**src/rtl/lifo_pkg.sv**
```systemverilog
// Shared constants and helpers for the lifo_flags stack block.
package lifo_pkg;

   localparam int unsigned LIFO_DWIDTH_DEF = 8;
   localparam int unsigned LIFO_AWIDTH_DEF = 3;

   // Number of words addressable with awidth address bits.
   function automatic int unsigned lifo_depth(input int unsigned awidth);
      return 32'(1) << awidth;
   endfunction

endpackage

```
**src/rtl/lifo_ram.sv**
```systemverilog
// Simple dual-port RAM: one write port, one registered read port, no reset.
// A read and a write to the same address in one cycle returns the old word.
module lifo_ram
   import lifo_pkg::*;
#(
   parameter int unsigned DWIDTH = LIFO_DWIDTH_DEF,
   parameter int unsigned AWIDTH = LIFO_AWIDTH_DEF
) (
   input  logic              clk_i,
   input  logic              wr_en,
   input  logic [AWIDTH-1:0] wr_addr,
   input  logic [DWIDTH-1:0] wr_data,
   input  logic              rd_en,
   input  logic [AWIDTH-1:0] rd_addr,
   output logic [DWIDTH-1:0] rd_data
);

   localparam int unsigned DEPTH = lifo_depth(AWIDTH);

   logic [DWIDTH-1:0] mem [DEPTH];

   always_ff @(posedge clk_i) begin
      if (wr_en) begin
         mem[wr_addr] <= wr_data;
      end
      if (rd_en) begin
         rd_data <= mem[rd_addr];
      end
   end

endmodule

```
**src/rtl/lifo_flags.sv**
```systemverilog
// Single-clock LIFO with registered usedw and almost-full/almost-empty flags.
// Define LIFO_ERR_FLAGS_EN to add sticky overflow/underflow outputs ovf_o/udf_o.
module lifo_flags
   import lifo_pkg::*;
#(
   parameter int unsigned DWIDTH       = LIFO_DWIDTH_DEF,
   parameter int unsigned AWIDTH       = LIFO_AWIDTH_DEF,
   parameter int unsigned ALMOST_FULL  = 6,
   parameter int unsigned ALMOST_EMPTY = 2
) (
   input  logic              clk_i,
   input  logic              arst_i,
   input  logic              wrreq_i,
   input  logic              rdreq_i,
   input  logic [DWIDTH-1:0] data_i,
   output logic [DWIDTH-1:0] q_o,
   output logic              empty_o,
   output logic              full_o,
   output logic              almost_empty_o,
   output logic              almost_full_o,
   output logic [AWIDTH:0]   usedw_o
`ifdef LIFO_ERR_FLAGS_EN
   ,
   output logic              ovf_o,
   output logic              udf_o
`endif
);

   localparam int unsigned DEPTH = lifo_depth(AWIDTH);
   localparam int unsigned UW    = AWIDTH + 1;

   localparam logic [AWIDTH:0] DEPTH_W = UW'(DEPTH);
   localparam logic [AWIDTH:0] AF_W    = UW'(ALMOST_FULL);
   localparam logic [AWIDTH:0] AE_W    = UW'(ALMOST_EMPTY);

   if (DWIDTH == 0 || AWIDTH == 0 || ALMOST_FULL > DEPTH || ALMOST_EMPTY >= DEPTH)
   begin : g_param_check
      $error("lifo_flags: parameter out of range");
   end

   logic [AWIDTH:0]   sp_q;
   logic [AWIDTH:0]   sp_d;
   logic              push_ok;
   logic              pop_ok;
   logic              ram_we;
   logic [AWIDTH-1:0] ram_waddr;
   logic [AWIDTH-1:0] ram_raddr;
   logic [DWIDTH-1:0] ram_q;
   logic              q_zero;

   // Accept/replace decode; a push paired with an accepted pop replaces the top, even when full.
   always_comb begin
      pop_ok    = rdreq_i && !empty_o;
      push_ok   = wrreq_i && (!full_o || pop_ok);
      sp_d      = sp_q;
      ram_we    = push_ok;
      ram_waddr = sp_q[AWIDTH-1:0];
      ram_raddr = AWIDTH'(sp_q - 1'b1);
      if (push_ok && pop_ok) begin
         ram_waddr = AWIDTH'(sp_q - 1'b1);
      end else if (push_ok) begin
         sp_d = sp_q + 1'b1;
      end else if (pop_ok) begin
         sp_d = sp_q - 1'b1;
      end
   end

   // Pointer and flags, all derived from the post-edge pointer.
   always_ff @(posedge clk_i or posedge arst_i) begin
      if (arst_i) begin
         sp_q           <= '0;
         empty_o        <= 1'b1;
         full_o         <= 1'b0;
         almost_empty_o <= 1'b1;
         almost_full_o  <= (AF_W == '0);
         q_zero         <= 1'b1;
      end else begin
         sp_q           <= sp_d;
         empty_o        <= (sp_d == '0);
         full_o         <= (sp_d == DEPTH_W);
         almost_empty_o <= (sp_d <= AE_W);
         almost_full_o  <= (sp_d >= AF_W);
         if (pop_ok) begin
            q_zero <= 1'b0;
         end
      end
   end

   assign usedw_o = sp_q;

   // RAM read register is not reset; mask it until the first pop after reset.
   assign q_o = q_zero ? '0 : ram_q;

   lifo_ram #(
      .DWIDTH (DWIDTH),
      .AWIDTH (AWIDTH)
   ) u_ram (
      .clk_i   (clk_i),
      .wr_en   (ram_we),
      .wr_addr (ram_waddr),
      .wr_data (data_i),
      .rd_en   (pop_ok),
      .rd_addr (ram_raddr),
      .rd_data (ram_q)
   );

`ifdef LIFO_ERR_FLAGS_EN
   // Sticky error flags for rejected lone pushes/pops.
   always_ff @(posedge clk_i or posedge arst_i) begin
      if (arst_i) begin
         ovf_o <= 1'b0;
         udf_o <= 1'b0;
      end else begin
         if (wrreq_i && full_o && !rdreq_i) begin
            ovf_o <= 1'b1;
         end
         if (rdreq_i && empty_o && !wrreq_i) begin
            udf_o <= 1'b1;
         end
      end
   end
`endif

endmodule
```
**config.mk**
```make
export PLATFORM = sky130hd
export DESIGN_NAME = lifo_flags
export DESIGN_NICKNAME = d
export VERILOG_FILES = /design/src/rtl/lifo_pkg.sv /design/src/rtl/lifo_ram.sv /design/src/rtl/lifo_flags.sv
export SDC_FILE = /design/constraint.sdc
export NUM_CORES = 1
export LEC_CHECK = 0
export CAP_MARGIN = 20
export CORE_MARGIN = 1.5
export CORE_UTILIZATION = 53
export CTS_CLUSTER_SIZE = 24
export DETAILED_ROUTE_END_ITERATION = 7
export PLACE_DENSITY_LB_ADDON = 0.15
export SKIP_CTS_REPAIR_TIMING = 1
export SLEW_MARGIN = 10
export SYNTH_ARGS = -nofsm -noshare
export SYNTH_HDL_FRONTEND = slang
export SYNTH_SLANG_ARGS = --single-unit
```
**constraint.sdc**
```tcl
create_clock -name clk_i -period 3.4 [get_ports clk_i]
set_input_delay 0.68 -clock clk_i [delete_from_list [all_inputs] [get_ports clk_i]]
set_output_delay 0.68 -clock clk_i [all_outputs]
set_load 0.01 [all_outputs]
```
==> flow_metrics.env, run 1 <==
export IMPL_cts_tree="yes"
export IMPL_wire_per_inst_um=20.5
export IMPL_path_buf_inv=1
export IMPL_finalSetupViolations=0
export IMPL_period_needed_ns=2.56
export IMPL_yosys_cell_types_count=44
export IMPL_period_share_pct=75.4
export IMPL_worst_setup_path_start_kind="register"
export IMPL_maxCapViolCount=0
export IMPL_ir_worst_vdd_uv=664
export IMPL_grt_first_pass_wirelength_um=9810
export IMPL_area_delta_synth_final_pct=15.5
export IMPL_cts_buffers=9
export IMPL_drc=0
export IMPL_max_freq_mhz=390
export IMPL_synthCells=192
export IMPL_synth_top_area_share_pct=62.9
export IMPL_syn_nets=206
export IMPL_drive_gt1_share_pct=26.1
export IMPL_diodes=0
export IMPL_critPathTopFamily="simple AND/OR/NAND/NOR gates"
export IMPL_gp_congestion=0.788
export IMPL_synth_area_leaders="edfxtp_1, mux4_2, dfrtp_1"
export IMPL_antenna_found_initial=0
export IMPL_antenna_left=0
export IMPL_clock_sinks=81
export IMPL_coreArea_mm2=0.00631
export IMPL_vias_per_cell=5.86
export IMPL_fin_skew_ns=0.00952
export IMPL_crit_path_max_incr_delay_ns=0.59
export IMPL_synth_edf_count=72
export IMPL_ys_flop_type="edfxtp_1"
export IMPL_port_buffers=27
export IMPL_ys_seq_elements=81
export IMPL_dr_pass1_iters=5
export IMPL_end_kind="register"
export IMPL_hold_viol=0
export IMPL_grt_remaining_overflow=0
export IMPL_cp_data_required_time_ns=3.36
export IMPL_clk_pin_slew_ns=0.08
export IMPL_path_cells="inv_1 > ha_1 > nand2_1 > o21ai_0 > nand2b_1 > nor2_1"
export IMPL_worstSkewPairLatency_ns=0.34
export IMPL_place_area_mm2=0.00382
export IMPL_nets=245
export IMPL_die_y_um=83.5
export IMPL_slew_viol_final=0
export IMPL_fin_area_mm2=0.00397
export IMPL_rrSetupSlack_ns=0.84
export IMPL_cts_root_buf="clkbuf_8"
export IMPL_num_io_pins=28
export IMPL_p_leak_nw=1.36
export IMPL_ys_warn_count=0
export IMPL_final_util_pct=62.9
export IMPL_p_per_area_mw_per_mm2=915
export IMPL_relSlewSlack_pct=50.4
export IMPL_row_count=29
export IMPL_die_width_um=83.5
export IMPL_tns_ns=0
export IMPL_crit_path_max_fanout=10
export IMPL_grt_max_degree=26
export IMPL_grt_pass1_vias=1826
export IMPL_routed_wirelength_um=6380
export IMPL_drt_iter0_markers=126
export IMPL_cts_path_max_buffers=2
export IMPL_syn_avg_cell_area_um2=17.9
export IMPL_worstPathArrival_ns=2.53
export IMPL_start_util_pct=54.5
export IMPL_dp_hpwl_um=4340
export IMPL_track_usage_pct=19.4
export IMPL_tightest_slew_ns=0.742
export IMPL_synth_largest_area_cell="edfxtp_1"
export IMPL_ys_async_sr_fraction_pct=11.1
export IMPL_worstSetupPathType="register to register"
export IMPL_crit_slowest_cell="nor2_1"
export IMPL_yosysSeqAreaShare_pct=69.5
export IMPL_htreeDepth=3
export IMPL_rsz0062_at_grt="no"
export IMPL_run_status="complete, no violations"
export IMPL_min_path_type="register to register"
export IMPL_vias=1822
export IMPL_synth_area_mm2=0.00344
export IMPL_die_area_mm2=0.00698
-- sequential cells by signal, summed over array words and instances, names as in the netlist --
| signal | count |
|---|---|
| u_ram.mem | 64 |
| u_ram.rd_data | 8 |
| usedw_o | 4 |
| almost_empty_o | 1 |
| almost_full_o | 1 |
| empty_o | 1 |
| full_o | 1 |
| q_zero | 1 |
-- layout by cell type, fill, tap and decap left out, types with 2 or more instances in the layout --
cell              n
edfxtp_1         72
clkdlybuf4s50_1  27
mux4_2           16
nor2_1           15
buf_4            10
clkbuf_8          9
nor2b_1           8
mux2_2            8
o21ai_0           6
dfrtp_1           6
nand2_1           5
a21o_1            4
nor3_1            4
inv_1             3
nand3_1           3
a21oi_1           3
dfstp_2           3
a32o_2            2
a22oi_1           2
ha_1              2
clkinv_1          2
clkinv_2          2
-- kinds of logic after synthesis --
kind of cell             share of synthesized area, %
AND/OR/NAND/NOR                                  6.77
adder cells (fa/ha/maj)                         0.728
XOR/XNOR                                         1.78
AO/OA/AOI/OAI                                    5.50
flip-flops                                       69.5
buffers and inverters                            2.58
multiplexers                                     13.1
-- through the flow --
step / worst slack [ns] / total power, W / hold WS, ns / cells
after global placement: 0.703 / 0.00307 / 0.565 / 297
after detailed placement: 0.604 / 0.00311 / 0.583 / 297
after CTS: 0.816 / 0.00367 / 0.594 / 311
after global routing: 0.673 / 0.00382 / 0.615 / 311
final: 0.837 / 0.00363 / 0.590 / 311
after floorplan: 1.09 / 0.00260 / 0.506 / 192
-- layer usage --
layer	GRT usage (%)	wire length, um	vias to the layer above
met5	0	0	-
met4	8.05	62	0
met3	3.07	250	6
met2	31.9	3260	57
met1	26.2	2800	929
li1	-	-	830
-- cell type report --
type,count,area [um^2]
tap,77,96.3
sequential,81,2390
clock buffer,9,124
fill,473,2340
multi-input combinational,96,958
inverter,6,30.0
timing repair buffer,37,345
clock inverter,5,25.0
-- synth_stat cells, types with 4 or more instances --
cell      count
dfrtp_1       6
edfxtp_1     72
nor3_1        4
mux4_2       16
mux2_2        8
a21o_1        4
nor2_1       15
nor2b_1       8
nand2_1       5
o21ai_0       6
-- worst register-to-register path, cell delays in order, from the launching register on --
cell and delay (ns):
dfrtp_1 0.53, inv_1 0.13, ha_1 0.48, nand2_1 0.14, o21ai_0 0.13, nand2b_1 0.19
nor2_1 0.59
-- path summary, 6_finish.rpt --
check                      cells after the start               to        from
setup / recovery                               6  u_ram.mem[6][1]  usedw_o[1]
hold / removal                                 1           q_zero      q_zero
setup reg to reg                               6  u_ram.mem[6][1]  usedw_o[1]
hold reg to reg                                1           q_zero      q_zero
max in group asynchronous                      2   almost_empty_o      arst_i
min in group asynchronous                      2       usedw_o[0]      arst_i
-- power by group --
group          leakage [nW]  total [W]  internal [W]  switching (W)
Clock                0.0758   0.000558      0.000249       0.000309
Combinational         0.519    0.00160      0.000805       0.000795
Sequential            0.761    0.00148       0.00137       0.000103
Power figures use the tool's default switching activity.
==> inputs of run 2 (changes only) <==
--- a/config.mk
+++ b/config.mk
@@ -7,7 +7,7 @@
 export LEC_CHECK = 0
 export CAP_MARGIN = 20
 export CORE_MARGIN = 1.5
-export CORE_UTILIZATION = 53
+export CORE_UTILIZATION = 52
 export CTS_CLUSTER_SIZE = 24
 export DETAILED_ROUTE_END_ITERATION = 7
 export PLACE_DENSITY_LB_ADDON = 0.15
==> constraint.sdc (replaced) <==
create_clock -name clk_i -period 2.35 [get_ports clk_i]
set_input_delay 0.47 -clock clk_i [delete_from_list [all_inputs] [get_ports clk_i]]
set_output_delay 0.47 -clock clk_i [all_outputs]
set_load 0.01 [all_outputs]
==> run 2 against run 1 <==
Effect of this change:
- combinational power up 55%
- highest routed layer unchanged
- clock skew up 0.00074 ns
- non-clock buffer count up 8
- sequential cell count unchanged
- first-iteration DRC count up 120%
- critical endpoint is now usedw_o[0]
- total power up 60%
- register-to-register slack worse by 0.54 ns
- final area up 4.3%
- routed wire length up 1.4%
==> flow_metrics.env, run 2 (synthesized netlist as in run 1, its figures left out) <==
export IMPL_die_width_um=84.3
export IMPL_pre_cts_ws_ns=0.000553
export IMPL_fin_skew_ns=0.0103
export IMPL_die_y_um=84.3
export IMPL_antenna_left=0
export IMPL_worstSkewPairLatency_ns=0.34
export IMPL_worst_setup_path_start_kind="register"
export IMPL_worstPathArrival_ns=1.77
export IMPL_finalSetupViolations=0
export IMPL_fin_cells=321
export IMPL_cts_root_buf="clkbuf_8"
export IMPL_die_area_mm2=0.00711
export IMPL_period_needed_ns=2.24
export IMPL_tns_ns=0
export IMPL_r2r_start="empty_o"
export IMPL_min_path_type="input pin to async pin"
export IMPL_dp_hpwl_um=4520
export IMPL_final_common_cell="edfxtp_1"
export IMPL_cts_tree="yes"
export IMPL_drc=0
export IMPL_nets=253
export IMPL_cp_data_required_time_ns=1.88
export IMPL_area_delta_synth_final_pct=20.5
export IMPL_grt_max_degree=26
export IMPL_vias=1869
export IMPL_ir_worst_vdd_uv=816
export IMPL_p_per_area_mw_per_mm2=1400
export IMPL_critPathTopFamily="buffers and inverters"
export IMPL_regMostFlops="u_ram.mem"
export IMPL_path_buf_inv=2
export IMPL_tightest_slew_ns=0.466
export IMPL_worstReg2RegEnd="u_ram.mem[4][3]"
export IMPL_vias_per_cell=5.82
export IMPL_r2r_cells=7
export IMPL_gp_congestion=0.930
export IMPL_dp_cells=305
export IMPL_grt_remaining_overflow=0
export IMPL_hold_viol=0
export IMPL_run_status="complete, no violations"
export IMPL_drt_iter0_markers=277
export IMPL_dr_pass1_iters=4
export IMPL_antenna_found_initial=0
export IMPL_grt_busiest_layer="met2"
export IMPL_path_cells="buf_4 > clkdlybuf4s50_1"
export IMPL_largest_reg_flops=64
export IMPL_crit_slowest_cell="clkdlybuf4s50_1"
export IMPL_cts_buffers=9
export IMPL_clk_pin_slew_ns=0.08
export IMPL_p_leak_nw=1.45
export IMPL_fin_area_mm2=0.00414
export IMPL_relSlewSlack_pct=68.7
export IMPL_rrSetupSlack_ns=0.30
export IMPL_port_buffers=27
export IMPL_start_util_pct=53.8
export IMPL_gr_usage_met1_pct=26.1
export IMPL_wire_per_inst_um=20.1
export IMPL_crit_path_max_incr_delay_ns=0.62
export IMPL_setup_ws_ns=0.108
export IMPL_routed_wirelength_um=6470
export IMPL_place_area_mm2=0.00389
export IMPL_grt_first_pass_wirelength_um=10400
export IMPL_htreeDepth=3
export IMPL_worstSetupPathType="register to output pin"
export IMPL_mostFrequentLayoutCells="edfxtp_1, clkdlybuf4s50_1, buf_4, mux4_2, nor2_1"
export IMPL_grt_pass1_vias=1947
export IMPL_clock_sinks=81
export IMPL_final_util_pct=64.9
export IMPL_period_share_pct=95.4
export IMPL_slew_viol_final=0
export IMPL_startpoint="usedw_o[0]"
export IMPL_track_usage_pct=20.1
export IMPL_cts_path_max_buffers=2
export IMPL_use_met2_pct=33.7
export IMPL_drive_gt1_share_pct=29.9
export IMPL_rsz0062_at_grt="no"
export IMPL_max_freq_mhz=446
export IMPL_maxCapViolCount=0
export IMPL_row_count=29
export IMPL_coreArea_mm2=0.00639
export IMPL_crit_path_max_fanout=25
export IMPL_num_io_pins=28
export IMPL_diodes=0
export IMPL_end_kind="output pin"
export IMPL_use_met3_pct=3.54
[run 2: cell count changes in the layout (fill, tap and decap cells not counted), sizes merged]
cell / change
inv: +2
buf: +8
bufinv: +3
clkinv: -3
[run 2: through the flow]
| step | power (W) | hold WS, ns |
|---|---|---|
| detailed placement | 0.00465 | 0.582 |
| floorplan | 0.00376 | 0.296 |
| global placement | 0.00459 | 0.559 |
| CTS | 0.00587 | 0.378 |
| global route | 0.00611 | 0.418 |
| finish | 0.00581 | 0.386 |
[run 2: power by group]
part	internal [W]	total (W)	switching, W
Sequential	0.00198	0.00211	0.000126
Combinational	0.00128	0.00248	0.00121
Clock	0.000715	0.00122	0.000509
[run 2: worst max path at each step]
| stage | cells after the start | end | slack, ns |
|---|---|---|---|
| finish | 2 | usedw_o[0] | 0.11 |
| global route | 2 | usedw_o[0] | 0.002 |
| CTS | 2 | usedw_o[0] | 0.06 |
| detailed placement | 8 | u_ram.mem[6][3] | 0.0006 |
| global placement | 8 | u_ram.mem[5][3] | 0.11 |
| floorplan | 7 | u_ram.mem[0][0] | 0.04 |
[run 2: layout make-up]
type / instances / area, um^2
flip-flops and latches: 81 / 2390
clock inverters: 7 / 124
multi-input cells: 96 / 958
repair buffers: 45 / 418
well taps: 77 / 96.3
inverters: 6 / 30.0
clock buffers: 9 / 124
fillers: 455 / 2240
[run 2: routing by layer]
layer,up-vias,part of all wire (%),routed length (um)
met5,-,0,0
met4,0,1.6,105
met3,14,4.9,314
met2,62,53,3410
met1,942,41,2640
li1,851,-,-
